### config.mk
export PLATFORM = sky130hd
export DESIGN_NAME = pipe_adder
export DESIGN_NICKNAME = d
export VERILOG_FILES = /design/src/rtl/pipe_adder_pkg.sv /design/src/rtl/adder_chunk.sv /design/src/rtl/pipe_adder.sv
export SDC_FILE = /design/constraint.sdc
export NUM_CORES = 1
export LEC_CHECK = 0
export BUFFER_PORTS_ARGS = -buffer_cell sky130_fd_sc_hd__buf_2
export CORE_MARGIN = 2
export CORE_UTILIZATION = 35
export CTS_BUF_LIST = sky130_fd_sc_hd__clkbuf_2 sky130_fd_sc_hd__clkbuf_4 sky130_fd_sc_hd__clkbuf_8
export DETAILED_ROUTE_END_ITERATION = 10
export PLACE_DENSITY = 0.66
export SLEW_MARGIN = 20
export SYNTH_ARGS = -nofsm -noshare
export SYNTH_HDL_FRONTEND = slang
export SYNTH_SLANG_ARGS = --single-unit
### constraint.sdc
create_clock -name clk -period 1.68 [get_ports clk]
set_input_delay 0.504 -clock clk [delete_from_list [all_inputs] [get_ports clk]]
set_output_delay 0.504 -clock clk [all_outputs]
set_load 0.05 [all_outputs]
### src/rtl/pipe_adder_pkg.sv
// Shared definitions for the pipelined chunked adder.
package pipe_adder_pkg;

    localparam int unsigned DEFAULT_WIDTH  = 16;
    localparam int unsigned DEFAULT_STAGES = 4;

    // Bits handled by each pipeline stage; a zero stage count is guarded by the top.
    function automatic int unsigned chunk_width(input int unsigned width, input int unsigned stages);
        return (stages == 0) ? width : width / stages;
    endfunction

    // One operand beat as presented on the input side.
    typedef struct packed {
        logic [DEFAULT_WIDTH-1:0] a;
        logic [DEFAULT_WIDTH-1:0] b;
        logic                     cin;
        logic                     sub;
    } beat_t;

endpackage

### src/rtl/adder_chunk.sv
// Combinational CW-bit full adder with carry-in and carry-out.
module adder_chunk #(
    parameter int unsigned CW = 4
) (
    input  logic [CW-1:0] a,
    input  logic [CW-1:0] b,
    input  logic          cin,
    output logic [CW-1:0] s,
    output logic          cout
);

    logic [CW:0] total;

    // Widen before adding so the carry lands in the top bit.
    assign total = (CW+1)'(a) + (CW+1)'(b) + (CW+1)'(cin);
    assign s     = total[CW-1:0];
    assign cout  = total[CW];

endmodule

### src/rtl/pipe_adder.sv
// Pipelined WIDTH-bit adder, one CW-bit chunk per stage, valid/ready on both sides.
// Optional macro PIPE_ADDER_SUB_EN adds a 'sub' input: a - b - cin as a + ~b + !cin.
module pipe_adder
    import pipe_adder_pkg::*;
#(
    parameter int unsigned WIDTH  = DEFAULT_WIDTH,
    parameter int unsigned STAGES = DEFAULT_STAGES
) (
    input  logic             clk,
    input  logic             rst_n,
    input  logic             in_valid,
    output logic             in_ready,
    input  logic [WIDTH-1:0] a,
    input  logic [WIDTH-1:0] b,
    input  logic             cin,
`ifdef PIPE_ADDER_SUB_EN
    input  logic             sub,
`endif
    output logic             out_valid,
    input  logic             out_ready,
    output logic [WIDTH-1:0] sum,
    output logic             cout
);

    localparam int unsigned CW = chunk_width(WIDTH, STAGES);

    // Reject configurations that cannot be split into equal chunks.
    if (STAGES == 0) begin : g_bad_stages
        $error("pipe_adder: STAGES must be at least 1");
    end else if ((WIDTH % STAGES) != 0) begin : g_bad_width
        $error("pipe_adder: WIDTH must be a multiple of STAGES");
    end

    // Per-stage source view: index 0 is the input port, index k is stage k-1.
    logic [WIDTH-1:0] src_a     [STAGES];
    logic [WIDTH-1:0] src_b     [STAGES];
    logic [WIDTH-1:0] src_sum   [STAGES];
    logic             src_c     [STAGES];
    logic             src_valid [STAGES];
    logic             src_inv   [STAGES];

    logic [STAGES-1:0] vld;
    logic [STAGES:0]   adv;

    assign src_a[0]     = a;
    assign src_b[0]     = b;
    assign src_sum[0]   = '0;
    assign src_valid[0] = in_valid;
`ifdef PIPE_ADDER_SUB_EN
    assign src_inv[0]   = sub;
    assign src_c[0]     = cin ^ sub;
`else
    assign src_inv[0]   = 1'b0;
    assign src_c[0]     = cin;
`endif

    // Advance chain: a stage may load when it is empty or its contents move on.
    always_comb begin
        adv         = '0;
        adv[STAGES] = out_ready;
        for (int k = int'(STAGES) - 1; k >= 0; k--) begin
            adv[k] = !vld[k] || adv[k+1];
        end
    end

    assign in_ready = adv[0];

    for (genvar k = 0; k < int'(STAGES); k++) begin : g_stage
        logic             valid_q, valid_d;
        logic             carry_q, carry_d;
        logic [WIDTH-1:0] sum_q, sum_d;
        logic [CW-1:0]    b_chunk;
        logic [CW-1:0]    s_c;
        logic             co_c;

        assign b_chunk = src_b[k][CW-1:0] ^ {CW{src_inv[k]}};

        adder_chunk #(.CW(CW)) u_chunk (
            .a    (src_a[k][CW-1:0]),
            .b    (b_chunk),
            .cin  (src_c[k]),
            .s    (s_c),
            .cout (co_c)
        );

        // Load the next beat and shift the new sum chunk in from the top.
        always_comb begin
            valid_d = valid_q;
            carry_d = carry_q;
            sum_d   = sum_q;
            if (adv[k]) begin
                valid_d = src_valid[k];
                carry_d = co_c;
                sum_d   = WIDTH'({s_c, src_sum[k]} >> CW);
            end
        end

        // Stage state register.
        always_ff @(posedge clk or negedge rst_n) begin
            if (!rst_n) begin
                valid_q <= 1'b0;
                carry_q <= 1'b0;
                sum_q   <= '0;
            end else begin
                valid_q <= valid_d;
                carry_q <= carry_d;
                sum_q   <= sum_d;
            end
        end

        assign vld[k] = valid_q;

        if (k == int'(STAGES) - 1) begin : g_last
            assign out_valid = valid_q;
            assign sum       = sum_q;
            assign cout      = carry_q;
        end else begin : g_fwd
            logic [WIDTH-1:0] a_q, a_d;
            logic [WIDTH-1:0] b_q, b_d;
`ifdef PIPE_ADDER_SUB_EN
            logic             inv_q, inv_d;
`endif

            // Pending operand chunks move down so the next chunk sits at bit 0.
            always_comb begin
                a_d = a_q;
                b_d = b_q;
`ifdef PIPE_ADDER_SUB_EN
                inv_d = inv_q;
`endif
                if (adv[k]) begin
                    a_d = src_a[k] >> CW;
                    b_d = src_b[k] >> CW;
`ifdef PIPE_ADDER_SUB_EN
                    inv_d = src_inv[k];
`endif
                end
            end

            // Pending operand register.
            always_ff @(posedge clk or negedge rst_n) begin
                if (!rst_n) begin
                    a_q <= '0;
                    b_q <= '0;
`ifdef PIPE_ADDER_SUB_EN
                    inv_q <= 1'b0;
`endif
                end else begin
                    a_q <= a_d;
                    b_q <= b_d;
`ifdef PIPE_ADDER_SUB_EN
                    inv_q <= inv_d;
`endif
                end
            end

            assign src_a[k+1]     = a_q;
            assign src_b[k+1]     = b_q;
            assign src_sum[k+1]   = sum_q;
            assign src_c[k+1]     = carry_q;
            assign src_valid[k+1] = valid_q;
`ifdef PIPE_ADDER_SUB_EN
            assign src_inv[k+1]   = inv_q;
`else
            assign src_inv[k+1]   = 1'b0;
`endif
        end
    end

endmodule

==> results of run 1 <==
[state kept, by name, indices dropped and copies added (netlist names)]
register	count
g_stage.g_fwd.b_q	24
g_stage.valid_q	3
sum	16
g_stage.sum_q	24
g_stage.g_fwd.a_q	24
cout	1
g_stage.carry_q	3
out_valid	1
[routing by layer]
metal  vias to the layer above  wire, µm
li1                       1122         -
met1                      1157      3210
met2                        33      3430
met3                        11       293
met4                         0       104
met5                         -         0
[cell families (layout without fill, tap and decap cells)]
family                   Yosys count  after routing  share of synthesized area (%)
adder cells (fa/ha/maj)           20             20                           7.47
AO/OA/AOI/OAI                     33             33                           4.55
buffers and inverters             24            104                           3.01
flip-flops                        96             96                           57.8
AND/OR/NAND/NOR                   32             32                           3.91
XOR/XNOR                           7              7                           1.48
multiplexers                      73             73                           21.8
[worst max-delay path, stage by stage (launching register included)]
cell     delay (ps)
dfrtp_2         360
nor2b_4         170
nand4_4         110
buf_8           180
[stage by stage]
step | TNS [ps] | instances | setup WS (ps)
after floorplan | -7.66 | 285 | -7.66
after global placement | -1140 | 487 | -112
after detailed placement | -2990 | 487 | -163
after CTS | -61.2 | 506 | -61.2
after global routing | -292 | 508 | -88.6
final | 0 | 508 | 7.61
[layout make-up]
| cell class | instances | area, µm² | share of cell area, % |
|---|---|---|---|
| tap | 143 | 179 | 3.57 |
| inverter | 12 | 45.0 | 0.898 |
| timing repair buffer | 76 | 485 | 9.68 |
| clock buffer | 12 | 153 | 3.04 |
| clock inverter | 4 | 76.3 | 1.52 |
| sequential | 96 | 2400 | 47.9 |
| multi-input combinational | 165 | 1670 | 33.4 |
[what timing repair did]
| item | in CTS | in global routing |
|---|---|---|
| endpoints found under the setup margin | 8 | 16 |
| cloned | 0 | 0 |
| hold buffers | 1 | 0 |
| hold endpoints to repair | 13 | 0 |
| pin swaps | 1 | 10 |
| buffers inserted | 2 | 2 |
| gates resized for setup | 6 | 11 |
[power breakdown]
group / total [W] / switching (W) / leakage [nW] / internal, W
Combinational: 0.00241 / 0.00142 / 1.14 / 0.000988
Sequential: 0.00325 / 0.000326 / 1.11 / 0.00293
Clock: 0.00170 / 0.000777 / 0.114 / 0.000919
Total: 0.00736 / 0.00252 / 2.37 / 0.00483
[how the worst max path moves through the flow]
| stage | from | cells past startpoint | endpoint |
|---|---|---|---|
| final | out_valid | 3 | in_ready |
| after global routing | g_stage[0].g_fwd.b_q[0] | 5 | g_stage[1].carry_q |
| after CTS | out_valid | 3 | in_ready |
| after detailed placement | a[0] | 8 | g_stage[0].carry_q |
| after global placement | a[0] | 8 | g_stage[0].carry_q |
| after floorplan | out_valid | 4 | in_ready |
[placed cells by master, fill, tap and decap left out, drive strengths merged]
master / n
a21o: 5
a21oi: 13
buf: 75
bufinv: 2
clkbuf: 12
clkinvlp: 1
dfrtp: 96
dlygate4sd3: 1
fa: 8
ha: 12
inv: 13
mux2: 73
nand2: 12
nand2b: 3
nand3: 1
nand4: 1
nor2: 8
nor2b: 5
nor3: 1
o21a: 2
o21ai: 11
o22a: 1
o31ai: 1
or2: 1
xnor2: 4
xor2: 3
==> results.ini, run 1 <==
[status]
status=finished, violations left
failed_checks=DRC

[logic_synthesis]
syn-num-nets=342
synthTopCellsByArea=dfrtp_1 58%, mux2_2 14%, mux2_4 7.9%
synth.most_common_cell=dfrtp_1
synth_common_cells=96 x dfrtp_1, 51 x mux2_2, 22 x mux2_4, 13 x a21oi_1
synth-seq-area-share_pct=57.8
synth_top_cell_by_area=dfrtp_1
synth-edff-count=0
syn_inst=285
yosysTopAreaCellShare_pct=57.8
synth.distinct_cells=26
syn_area_um2=4160
synth_seq_cells=96
async_reset_ff_share_pct=100
ys_warn_count=0
synth_area_per_cell_um2=14.6
yosys_most_used_dff=dfrtp_1

[grt]
first_global_vias=2503
antenna_found_initial=0
grt_util_met2_pct=19.5
grtUsageMet3_pct=3.54
grt_overflow_total=0
grt_max_degree=47
track_usage_pct=12.3
top_usage_layer=met2
grt_pass1_wl_um=12400
met1_usage_pct=16.5

[setup_path]
r2r_cells=5
r2r-start=g_stage[0].g_fwd.b_q[0]
crit_path_max_fanout=3
reg2reg_slack_ps=30
end_kind=output port
critPathArrivalTime_ps=1170
path_class=flip-flop to output port
start_kind=flip-flop
critPathRequiredTime_ps=1180
r2r_end=g_stage[1].carry_q

[power]
power.total_w=0.00736
p_per_area_nw_per_um2=1470
ir_worst_vdd_uv=547
p_leak_nw=2.37

[placement]
numPortBuffers=55
gp_congestion=0.712
place_area_um2=4700
dp_hpwl_um=5180

[route]
ant_nets=0
drc=3
firstDrtPassIters=7
detail_route.vias_per_cell=4.57
num_vias=2323
initialDrtViolationCount=87
wl_per_cell_um=13.8
drt-total-wl_um=7030

[layout]
diodes=0
fillers=1063
design_area_um2=5020
fin_nets=417
final_layout_size_suffix_gt1_share_pct=50.1
fin_util_pct=43.6
syn_to_final_growth_pct=20.7

[floorplanning]
core_area_um2=11500
die_h_um=113
io_pins=56
row_count=39
dieArea_um2=12800
start_util_pct=36.1
die_w_um=113

[sta]
hold_viol=0
fin_crit_sh_pct=99.5
period_needed_ps=1670
clock_skew_ps=12.3
slew_headroom_pct=80.4
worst_pin_slew_ps=294
setup_viol=0
whs_ps=338
rsz0062_at_grt=yes
drv_slew=0
fmax_ghz=0.598

[run]
cap_violations=0

[cts]
cts_tree=built
clockBufferDepth=2
path_clk_slew_ps=80
cts-root-buf=clkbuf_8
cts_max_level=3
cts_num_sinks=96
numCtsBuffers=9
clock_latency_ps=360

[min_path]
hold_path.class=input port to flip-flop
hold_end=g_stage[0].valid_q
worstHoldStart=in_valid
hold_depth=2

(Power assumes the default switching activity.)
==> run 2: changes to the inputs <==
Clock period 1.68 ns to 1.53 ns, I/O delays scaled along.
==> run 2 against run 1 <==
Global-route usage shrank 0.24 points. Worst setup slack lost 130 ps. First-iteration DRC count down 49%. Cell count up 0.20%. The run ends with DRC, setup timing left. Count of clock-buffer cells in the layout fell by 1. Core utilization increased by 0.63 points. Sequential cell count is the same.
==> results.ini, run 2 (synthesis gave the netlist of run 1 again) <==
[sta]
worst_pin_slew_ps=402
period_needed_ps=1650
fmax_ghz=0.606
clock_skew_ps=13.6
slew_headroom_pct=73.2
setup_ws_ps=-119
whs_ps=16.4
hold_viol=0
drv_slew=0
fin_crit_sh_pct=108
setup_viol=8
rsz0062_at_grt=yes

[setup_path]
r2r_end=g_stage[1].carry_q
crit_path_max_fanout=2
reg2reg_slack_ps=-120
worstSetupEndpoint=g_stage[1].carry_q
path_class=flip-flop to flip-flop
worstSetupStartpoint=g_stage[0].g_fwd.b_q[0]
start_kind=flip-flop
r2r_cells=5
r2r-start=g_stage[0].g_fwd.b_q[0]
end_kind=flip-flop
critPathArrivalTime_ps=1880
critPathRequiredTime_ps=1760

[layout]
final_cell_mix=95 x dfrtp_1, 53 x buf_2, 50 x mux2_2
diodes=0
fin_nets=418
design_area_um2=5090
instances_no_fill=509
syn_to_final_growth_pct=22.5
top_regs=g_stage.g_fwd.a_q: 24 flops, g_stage.g_fwd.b_q: 24 flops, g_stage.sum_q: 24 flops
fillers=1065
final_layout_size_suffix_gt1_share_pct=51.4
fin_util_pct=44.2
final_common_cell=dfrtp_1

[floorplanning]
dieArea_um2=12800
die_w_um=113
core_area_um2=11500
row_count=39
die_h_um=113
io_pins=56
start_util_pct=36.1

[run]
cap_violations=0

[grt]
grt_overflow_total=0
grt_pass1_wl_um=12000
track_usage_pct=12.1
first_global_vias=2526
grt_max_degree=28
antenna_found_initial=0

[power]
p_per_area_nw_per_um2=1630
ir_worst_vdd_uv=572
intPower_w=0.00552
switching_share_pct=33.4
p_clk_share_pct=24.4
switchingPower_w=0.00277
p_comb_share_pct=32.7
pwr-share-seq_pct=42.9
p_leak_nw=2.40

[route]
firstDrtPassIters=7
detail_route.vias_per_cell=4.64
drt-total-wl_um=7080
wl_per_cell_um=13.9
drc=3
initialDrtViolationCount=44
ant_nets=0
num_vias=2360

[placement]
place_area_um2=4730
gp_congestion=0.713
pre_cts_ws_ps=-212
numPlacedInstances=487
numPortBuffers=55
dp_hpwl_um=5170

[cts]
cts_num_sinks=96
cts_tree=built
path_clk_slew_ps=90
clockBufferDepth=2
cts-root-buf=clkbuf_8
numCtsBuffers=9
clock_latency_ps=360
cts_max_level=3
hold_buffers=0

[status]
status=finished, violations left
failed_checks=DRC, setup timing

[min_path]
hold_path.class=input port to asynchronous set/reset pin

==> run 2: worst min path at each step <==
stage                                   end  slack, ps  depth (start not counted)
floorplan                              cout        160                          0
global placement                    sum[12]        410                          1
detailed placement                  sum[12]        410                          1
CTS                                 sum[12]         20                          1
global route        g_stage[2].g_fwd.a_q[0]         30                          1
finish                              sum[12]         20                          1
==> run 2: per-layer routing <==
metal  global-route usage, %  up-vias  part of all wire (%)
met4                    3.66        0                  0.96
met2                    19.5       35                    47
met1                    15.7     1191                    47
met5                       0        -                     0
met3                    3.75        6                   4.9
li1                        -     1128                     -
==> run 2: through the flow <==
stage               TNS, ps  power [W]
CTS                    -641    0.00831
floorplan             -1950    0.00555
detailed placement    -8130    0.00625
global route          -1390    0.00881
finish                 -512    0.00829
global placement      -6800    0.00616
==> run 2: what timing repair did <==
action,in CTS,in global routing
pin swaps,9,9
hold endpoints to repair,0,0
setup endpoints to repair,12,21
setup buffers,2,4
resized for setup,9,9
==> run 2: power by group through the flow <==
stage	logic (W)	clock network, W	registers (W)
5_1_grt	0.00295	0.00221	0.00365
3_5_place_dp	0.00262	0	0.00363
3_3_place_gp	0.00256	0	0.00360
6_report	0.00271	0.00202	0.00356
4_1_cts	0.00267	0.00207	0.00358
2_1_floorplan	0.00122	0	0.00432
==> run 2: area by class of cell <==
type / instances / area, µm² / share of cell area, %
flip-flops and latches: 96 / 2400 / 47.2
inverters: 12 / 45.0 / 0.885
clock inverters: 5 / 103 / 2.02
clock buffers: 11 / 151 / 2.98
multi-input cells: 165 / 1690 / 33.2
well taps: 143 / 179 / 3.52
repair buffers: 77 / 518 / 10.2
==> run 2: worst max-delay path, stage by stage (launching register included) <==
cell and delay (ps):
dfrtp_1 410, fa_2 410, fa_2 350, a21o_1 170, a21oi_1 140, a21oi_1 70
